===== config.mk =====
export PLATFORM = sky130hd
export DESIGN_NAME = riscv_fetch_unit
export DESIGN_NICKNAME = d
export VERILOG_FILES = /design/src/rtl/riscv_fetch_unit.sv
export SDC_FILE = /design/constraint.sdc
export NUM_CORES = 1
export LEC_CHECK = 0
export CORE_MARGIN = 3
export CORE_UTILIZATION = 51
export CTS_CLUSTER_DIAMETER = 100
export DETAILED_ROUTE_END_ITERATION = 8
export PLACE_DENSITY = 0.76
export SYNTH_ARGS = -nofsm -noshare
export SYNTH_HDL_FRONTEND = slang
export SYNTH_HIERARCHICAL = 1
export SYNTH_SLANG_ARGS = --single-unit
export TNS_END_PERCENT = 10

===== constraint.sdc =====
create_clock -name clk_i -period 6.7 [get_ports clk_i]
set_input_delay 1.34 -clock clk_i [delete_from_list [all_inputs] [get_ports clk_i]]
set_output_delay 1.34 -clock clk_i [all_outputs]
set_load 0.01 [all_outputs]

===== src/rtl/riscv_fetch_unit.sv =====
// riscv_fetch_unit: instruction-fetch front end. Keeps several IMEM requests
// in flight, buffers returned words in an in-order queue for the decoder, and
// on a redirect flushes the queue and silently drops stale in-flight responses.
// Build option: define FETCH_MISALIGN_CHK_EN to flag misaligned redirect
// targets on fetch_err_o and halt fetching until reset.

// Range checks on the internal counters (simulation only).
module riscv_fetch_unit_chk #(
  parameter int FIFO_DEPTH      = 4,
  parameter int MAX_OUTSTANDING = 2,
  parameter int CW              = 3
) (
  input logic          clk_i,
  input logic          rst_ni,
  input logic [CW-1:0] outstanding_i,
  input logic [CW-1:0] drop_cnt_i,
  input logic [CW-1:0] count_i
);

  a_outstanding_max: assert property (@(posedge clk_i) disable iff (!rst_ni)
    outstanding_i <= CW'(MAX_OUTSTANDING));

  a_drop_le_outstanding: assert property (@(posedge clk_i) disable iff (!rst_ni)
    drop_cnt_i <= outstanding_i);

  a_count_max: assert property (@(posedge clk_i) disable iff (!rst_ni)
    count_i <= CW'(FIFO_DEPTH));

endmodule

module riscv_fetch_unit #(
  parameter logic [31:0] RESET_PC        = 32'h0000_0000,
  parameter int          FIFO_DEPTH      = 4,
  parameter int          MAX_OUTSTANDING = 2
) (
  input  logic                        clk_i,
  input  logic                        rst_ni,
  input  logic                        redirect_i,
  input  logic [31:0]                 redirect_pc_i,
  output logic [31:0]                 imem_addr_o,
  output logic                        imem_valid_o,
  input  logic                        imem_ready_i,
  input  logic [31:0]                 imem_instr_i,
  input  logic                        imem_valid_i,
  output logic                        imem_ready_o,
  output logic                        if_valid_o,
  input  logic                        if_ready_i,
  output logic [31:0]                 if_pc_o,
  output logic [31:0]                 if_instr_o,
  output logic [$clog2(FIFO_DEPTH):0] fifo_count_o
`ifdef FETCH_MISALIGN_CHK_EN
  ,
  output logic                        fetch_err_o
`endif
);

  localparam int AW  = $clog2(FIFO_DEPTH);
  localparam int CW  = AW + 1;
  localparam int CW1 = CW + 1;
  localparam logic [CW-1:0] CNT_ZERO_C = CW'(0);
  localparam logic [CW-1:0] CNT_ONE_C  = CW'(1);
  localparam logic [CW-1:0] MAX_OS_C   = CW'(MAX_OUTSTANDING);
  localparam logic [CW:0]   DEPTH_C    = CW1'(FIFO_DEPTH);
  localparam logic [AW-1:0] PTR_ZERO_C = AW'(0);
  localparam logic [AW-1:0] PTR_ONE_C  = AW'(1);
  localparam logic [31:0]   PC_STEP_C  = 32'd4;

  // State
  logic [31:0]   r_req_pc;
  logic [31:0]   r_resp_pc;
  logic [31:0]   r_fifo_pc    [FIFO_DEPTH];
  logic [31:0]   r_fifo_instr [FIFO_DEPTH];
  logic [AW-1:0] r_rd_ptr;
  logic [AW-1:0] r_wr_ptr;
  logic [CW-1:0] r_count;
  logic [CW-1:0] r_outstanding;
  logic [CW-1:0] r_drop_cnt;

  // Combinational helpers
  logic [31:0]   w_target_pc;
  logic          w_halted;
  logic [CW:0]   w_credit_sum;
  logic          w_can_issue;
  logic          w_issue;
  logic          w_resp;
  logic          w_drop_resp;
  logic          w_push;
  logic          w_pop;
  logic          w_not_empty;
  logic [CW-1:0] w_out_nxt;
  logic [CW-1:0] w_drop_nxt;
  logic [CW-1:0] w_count_nxt;

`ifdef FETCH_MISALIGN_CHK_EN
  logic r_halted;
  logic w_misaligned;

  assign w_target_pc  = redirect_pc_i;
  assign w_misaligned = (redirect_pc_i[1:0] != 2'b00);
  assign w_halted     = r_halted;
  assign fetch_err_o  = r_halted;

  // Sticky halt on a misaligned redirect target; only reset clears it.
  always_ff @(posedge clk_i) begin
    if (!rst_ni) begin
      r_halted <= 1'b0;
    end else if (redirect_i && w_misaligned) begin
      r_halted <= 1'b1;
    end else begin
      r_halted <= r_halted;
    end
  end
`else
  // Without the check, a misaligned target is silently word-aligned.
  assign w_target_pc = redirect_pc_i & 32'hFFFF_FFFC;
  assign w_halted    = 1'b0;
`endif

  // Credits count buffered entries plus live (non-stale) in-flight requests,
  // so every accepted response is guaranteed a free FIFO slot.
  assign w_credit_sum = {1'b0, r_count} + {1'b0, r_outstanding} - {1'b0, r_drop_cnt};
  assign w_can_issue  = (r_outstanding < MAX_OS_C) && (w_credit_sum < DEPTH_C);

  assign imem_valid_o = rst_ni && w_can_issue && !redirect_i && !w_halted;
  assign imem_addr_o  = r_req_pc;
  assign imem_ready_o = rst_ni;

  assign w_issue     = imem_valid_o && imem_ready_i;
  assign w_resp      = imem_valid_i && imem_ready_o;
  assign w_drop_resp = w_resp && (r_drop_cnt != CNT_ZERO_C);
  assign w_push      = w_resp && !w_drop_resp && !redirect_i;
  assign w_not_empty = (r_count != CNT_ZERO_C);
  assign w_pop       = w_not_empty && if_ready_i && !redirect_i;

  assign if_valid_o   = w_not_empty;
  assign if_pc_o      = w_not_empty ? r_fifo_pc[r_rd_ptr]    : 32'h0000_0000;
  assign if_instr_o   = w_not_empty ? r_fifo_instr[r_rd_ptr] : 32'h0000_0000;
  assign fifo_count_o = r_count;

  // Next outstanding count: +1 per accepted request, -1 per accepted response.
  always_comb begin
    w_out_nxt = r_outstanding;
    if (w_issue && !w_resp) begin
      w_out_nxt = r_outstanding + CNT_ONE_C;
    end else if (!w_issue && w_resp) begin
      w_out_nxt = r_outstanding - CNT_ONE_C;
    end else begin
      w_out_nxt = r_outstanding;
    end
  end

  // Next drop count: a redirect marks everything still in flight as stale
  // (no request is issued in that cycle, so that is exactly w_out_nxt).
  always_comb begin
    w_drop_nxt = r_drop_cnt;
    if (redirect_i) begin
      w_drop_nxt = w_out_nxt;
    end else if (w_drop_resp) begin
      w_drop_nxt = r_drop_cnt - CNT_ONE_C;
    end else begin
      w_drop_nxt = r_drop_cnt;
    end
  end

  // Next buffer occupancy; a redirect empties the buffer outright.
  always_comb begin
    w_count_nxt = r_count;
    if (redirect_i) begin
      w_count_nxt = CNT_ZERO_C;
    end else if (w_push && !w_pop) begin
      w_count_nxt = r_count + CNT_ONE_C;
    end else if (!w_push && w_pop) begin
      w_count_nxt = r_count - CNT_ONE_C;
    end else begin
      w_count_nxt = r_count;
    end
  end

  // PCs, pointers and counters.
  always_ff @(posedge clk_i) begin
    if (!rst_ni) begin
      r_req_pc      <= RESET_PC;
      r_resp_pc     <= RESET_PC;
      r_rd_ptr      <= PTR_ZERO_C;
      r_wr_ptr      <= PTR_ZERO_C;
      r_count       <= CNT_ZERO_C;
      r_outstanding <= CNT_ZERO_C;
      r_drop_cnt    <= CNT_ZERO_C;
    end else begin
      r_count       <= w_count_nxt;
      r_outstanding <= w_out_nxt;
      r_drop_cnt    <= w_drop_nxt;
      if (redirect_i) begin
        r_req_pc  <= w_target_pc;
        r_resp_pc <= w_target_pc;
        r_rd_ptr  <= PTR_ZERO_C;
        r_wr_ptr  <= PTR_ZERO_C;
      end else begin
        if (w_issue) begin
          r_req_pc <= r_req_pc + PC_STEP_C;
        end
        if (w_push) begin
          r_resp_pc <= r_resp_pc + PC_STEP_C;
          r_wr_ptr  <= r_wr_ptr + PTR_ONE_C;
        end
        if (w_pop) begin
          r_rd_ptr <= r_rd_ptr + PTR_ONE_C;
        end
      end
    end
  end

  // Instruction buffer storage: write {pc, instr} at the tail on push.
  always_ff @(posedge clk_i) begin
    if (!rst_ni) begin
      for (int i = 0; i < FIFO_DEPTH; i++) begin
        r_fifo_pc[i]    <= 32'h0000_0000;
        r_fifo_instr[i] <= 32'h0000_0000;
      end
    end else if (w_push) begin
      r_fifo_pc[r_wr_ptr]    <= r_resp_pc;
      r_fifo_instr[r_wr_ptr] <= imem_instr_i;
    end else begin
      r_fifo_pc[r_wr_ptr]    <= r_fifo_pc[r_wr_ptr];
      r_fifo_instr[r_wr_ptr] <= r_fifo_instr[r_wr_ptr];
    end
  end

  riscv_fetch_unit_chk #(
    .FIFO_DEPTH      (FIFO_DEPTH),
    .MAX_OUTSTANDING (MAX_OUTSTANDING),
    .CW              (CW)
  ) u_chk (
    .clk_i         (clk_i),
    .rst_ni        (rst_ni),
    .outstanding_i (r_outstanding),
    .drop_cnt_i    (r_drop_cnt),
    .count_i       (r_count)
  );

endmodule


==> key figures <==
Status
  – Status: finished, final reports clean

Power and ir drop
  – Net Switching: roughly 1000 uW
  – Logic pwr share: 9.2%
  – Switching Share: 22.7%
  – P_int: approximately 3600 uW
  – Static leakage power: 0.00678 uW
  – P per Cell Area: between 200 and 300 nW/um^2
  – Clk pwr share: ~40%
  – Max VDD drop: 0.000149 V
  – Sequential power share: ~50%

Clock tree
  – Num CTS Buffers: 34
  – Clock transition at path regs: 0.06 ns
  – Post-CTS Setup Inserts: 0
  – H-tree Lvls: 2
  – Root Buffer: clkbuf_16
  – Clk sinks: 323
  – Clk buf depth: 3
  – CTS tree: built
  – Clock latency on the worst-skew pair: around 0.5 ns
  – CTS resizes: 0
  – Hold_buf cts: 0

Place
  – Port bufs: roughly 170
  – Detail Placement HPWL: slightly above 20000 um
  – Placer congestion estimate: between 0.8 and 0.9
  – Dpl cells: 1681

Floorplan
  – Boundary Pins: between 150 and 200
  – Die H: 179 um
  – Die Area: 32100 sq um
  – Die W: between 150 and 200 um
  – Initial Utilization: 52.5%
  – Core area: slightly below 30000 sq um
  – Rows: 62

STA
  – Slew HR: between 30% and 40%
  – Final setup viols: 0
  – RSZ-0062 raised after global routing: no
  – Final Skew: between 0.02 and 0.025 ns
  – Fmax achieved: 202 MHz
  – Slew Viols, Final: 0
  – Worst Tran Pin Value: 1.04 ns
  – Setup_tns: 0 ns
  – Minimum clock period: between 4 and 5 ns
  – Crit share post-route: 74.0%
  – Hold Vio Cnt, Final: 0

Yosys
  – Most frequent cells after synthesis: and2_1, edfxtp_1, dfxtp_1
  – Top cells by area, synth: edfxtp_1, and2_1, dfxtp_1
  – Yosys reg bits: 323
  – Simple-gate share of the synthesized area: between 10% and 20%
  – Register area share after synthesis: 58.4%
  – Post-synthesis compound-gate area fraction: 5.51%
  – Top_reg_cell synth: edfxtp_1
  – Synth top area share: between 40% and 50%
  – Synth area leader: edfxtp_1
  – Mux share of post-synthesis cell area: a little under a tenth
  – Netlist Area Pre-Place: around 15000 sq um
  – Synth Area in XOR/XNOR: under 10%
  – Asr flop ratio synth: 0%
  – Post-synth cell types: 60
  – Yosys warnings: 6
  – Syn Inst Count: around 1200
  – Top-count cell post-synth: and2_1
  – Largest family of logic cells by synthesized area: simple AND/OR/NAND/NOR gates
  – Mapped Avg Cell Area: 12.7 sq um
  – Area share of fa/ha/maj cells after synthesis: about 1.2%
  – EDFF count, synth: 248

Global routing
  – Global route overflow: 0
  – Vias in the first global route: ~10000
  – Total Routing Usage GR: 21.8%
  – Largest net degree at the start of global routing: 74
  – Initial antenna violation count: 0
  – First-pass GRT wire length: between 50000 and 60000 um

Detailed routing
  – Initial DRC Count: 696
  – Routed wire length: about 35000 um
  – First-pass DRT Iterations: 5
  – Drt wl/cell: about 20 um
  – Via density: about 5.7
  – Detailed-route DRC error count: 0
  – Via count: between 9000 and 10000
  – Antenna-violating nets left: 0

Finish
  – Layout cells sized above 1: 11.0%
  – Area Overhead vs Synth: 19.8%
  – # nets final: ~1400
  – Layout Cells excl Fill: roughly 1700
  – Diode count: 0

Setup path
  – Critical path startpoint category: input port
  – Setup CP Type: in2out
  – Max incr delay on CP: 0.86 ns
  – Crit. End Element: output pin
  – Crit-path most repeated cell: clkdlybuf4s50_1
  – Critical Path RT: 5.36 ns
  – Slowest stage cell, crit path: clkdlybuf4s50_1
  – CP Buf/Inv Count: 2
  – Crit-path cells: clkdlybuf4s50_1, nand2b_1, nor3_1, o2111a_1, clkdlybuf4s50_1
  – R2R Setup Slk: 3.03 ns
  – Crit path DAT: around 3.6 ns
  – Crit-path max FO: 10
  – CP delay by family, top: buffers and inverters

Job
  – MaxCap Viol Count: 0

Worst hold path
  – Hold Crit Class: reg2reg
-- placed cells by master, fill, tap and decap left out, drive strengths merged, types with 22 or more instances in the layout --
cell and count:
a21oi 50, and2 255, and3 72, clkbuf 45
clkdlybuf4s50 165, dfxtp 75, edfxtp 248, inv 22
mux4 62, nand2 47, nor2 42, o21ai 38
xor2 22
-- flip-flops by register name (all words and copies together), names as in the netlist, named ones only --
register       count
fifo_count_o       3
imem_addr_o       30
r_drop_cnt         3
r_fifo_instr     128
r_fifo_pc        120
r_outstanding      3
r_rd_ptr           2
r_resp_pc         30
r_wr_ptr           2
-- area by class of cell --
class / instances / area, sq um
clock buffers: 45 / 943
clock inverters: 16 / 160
fillers: 2190 / 10800
inverters: 22 / 83.8
multi-input cells: 773 / 5970
flip-flops and latches: 323 / 8950
well taps: 384 / 480
repair buffers: 179 / 1760
-- power groups by stage --
stage	registers (uW)	clock network, uW	logic, uW
3_3_place_gp	2360	0	418
2_1_floorplan	2350	0	251
5_1_grt	2330	1970	464
4_1_cts	2320	1880	429
3_5_place_dp	2360	0	426
6_report	2320	1860	425
-- stage by stage --
| stage | setup WS, ns | util [%] | area (sq um) | total power (uW) | hold WS [ns] |
|---|---|---|---|---|---|
| final | 1.74 | 62.9 | 18300 | 4610 | 0.522 |
| after global routing | 1.65 | 62.9 | 18300 | 4770 | 0.545 |
| after CTS | 1.74 | 62.9 | 18300 | 4630 | 0.521 |
| after detailed placement | 1.56 | 59.1 | 17200 | 2790 | 0.507 |
| after global placement | 1.62 | 59.1 | 17200 | 2770 | 0.501 |
| after floorplan | 1.23 | - | 15300 | 2600 | 0.485 |
-- worst paths after layout --
kind                     endpoint  cells after the start        startpoint
hold reg to reg   imem_addr_o[12]                      2   imem_addr_o[12]
setup / recovery     imem_valid_o                      5            rst_ni
hold / removal    imem_addr_o[12]                      2   imem_addr_o[12]
setup reg to reg  imem_addr_o[31]                     10  r_outstanding[1]
-- cells by family after synthesis --
| group | after synthesis |
|---|---|
| simple gates | 507 |
| flops | 323 |
| compound gates | 138 |
| buf+inv | 112 |
| mux | 68 |
| xor+xnor | 43 |
| fa+ha+maj | 13 |
| other cells | 1 |
-- worst register-to-register path, stage by stage (launching register included) --
cell and delay (ns):
dfxtp_1 0.49, inv_1 0.15, fa_1 0.53, inv_1 0.04, ha_1 0.29, and3b_1 0.18, nor3_1 0.32, o2111a_1 0.77
nand4_1 0.23, and3_1 0.24, o31a_1 0.29
-- routing by layer --
layer	vias up	global-route usage, %	share of wire (%)	wire [um]
met5	-	0	0	0
met2	370	37.0	49	17000
met4	0	5.19	1.8	641
met1	4912	29.9	43	15100
li1	4655	-	-	-
met3	52	3.01	5.9	2060
Power figures use the tool's default switching activity.
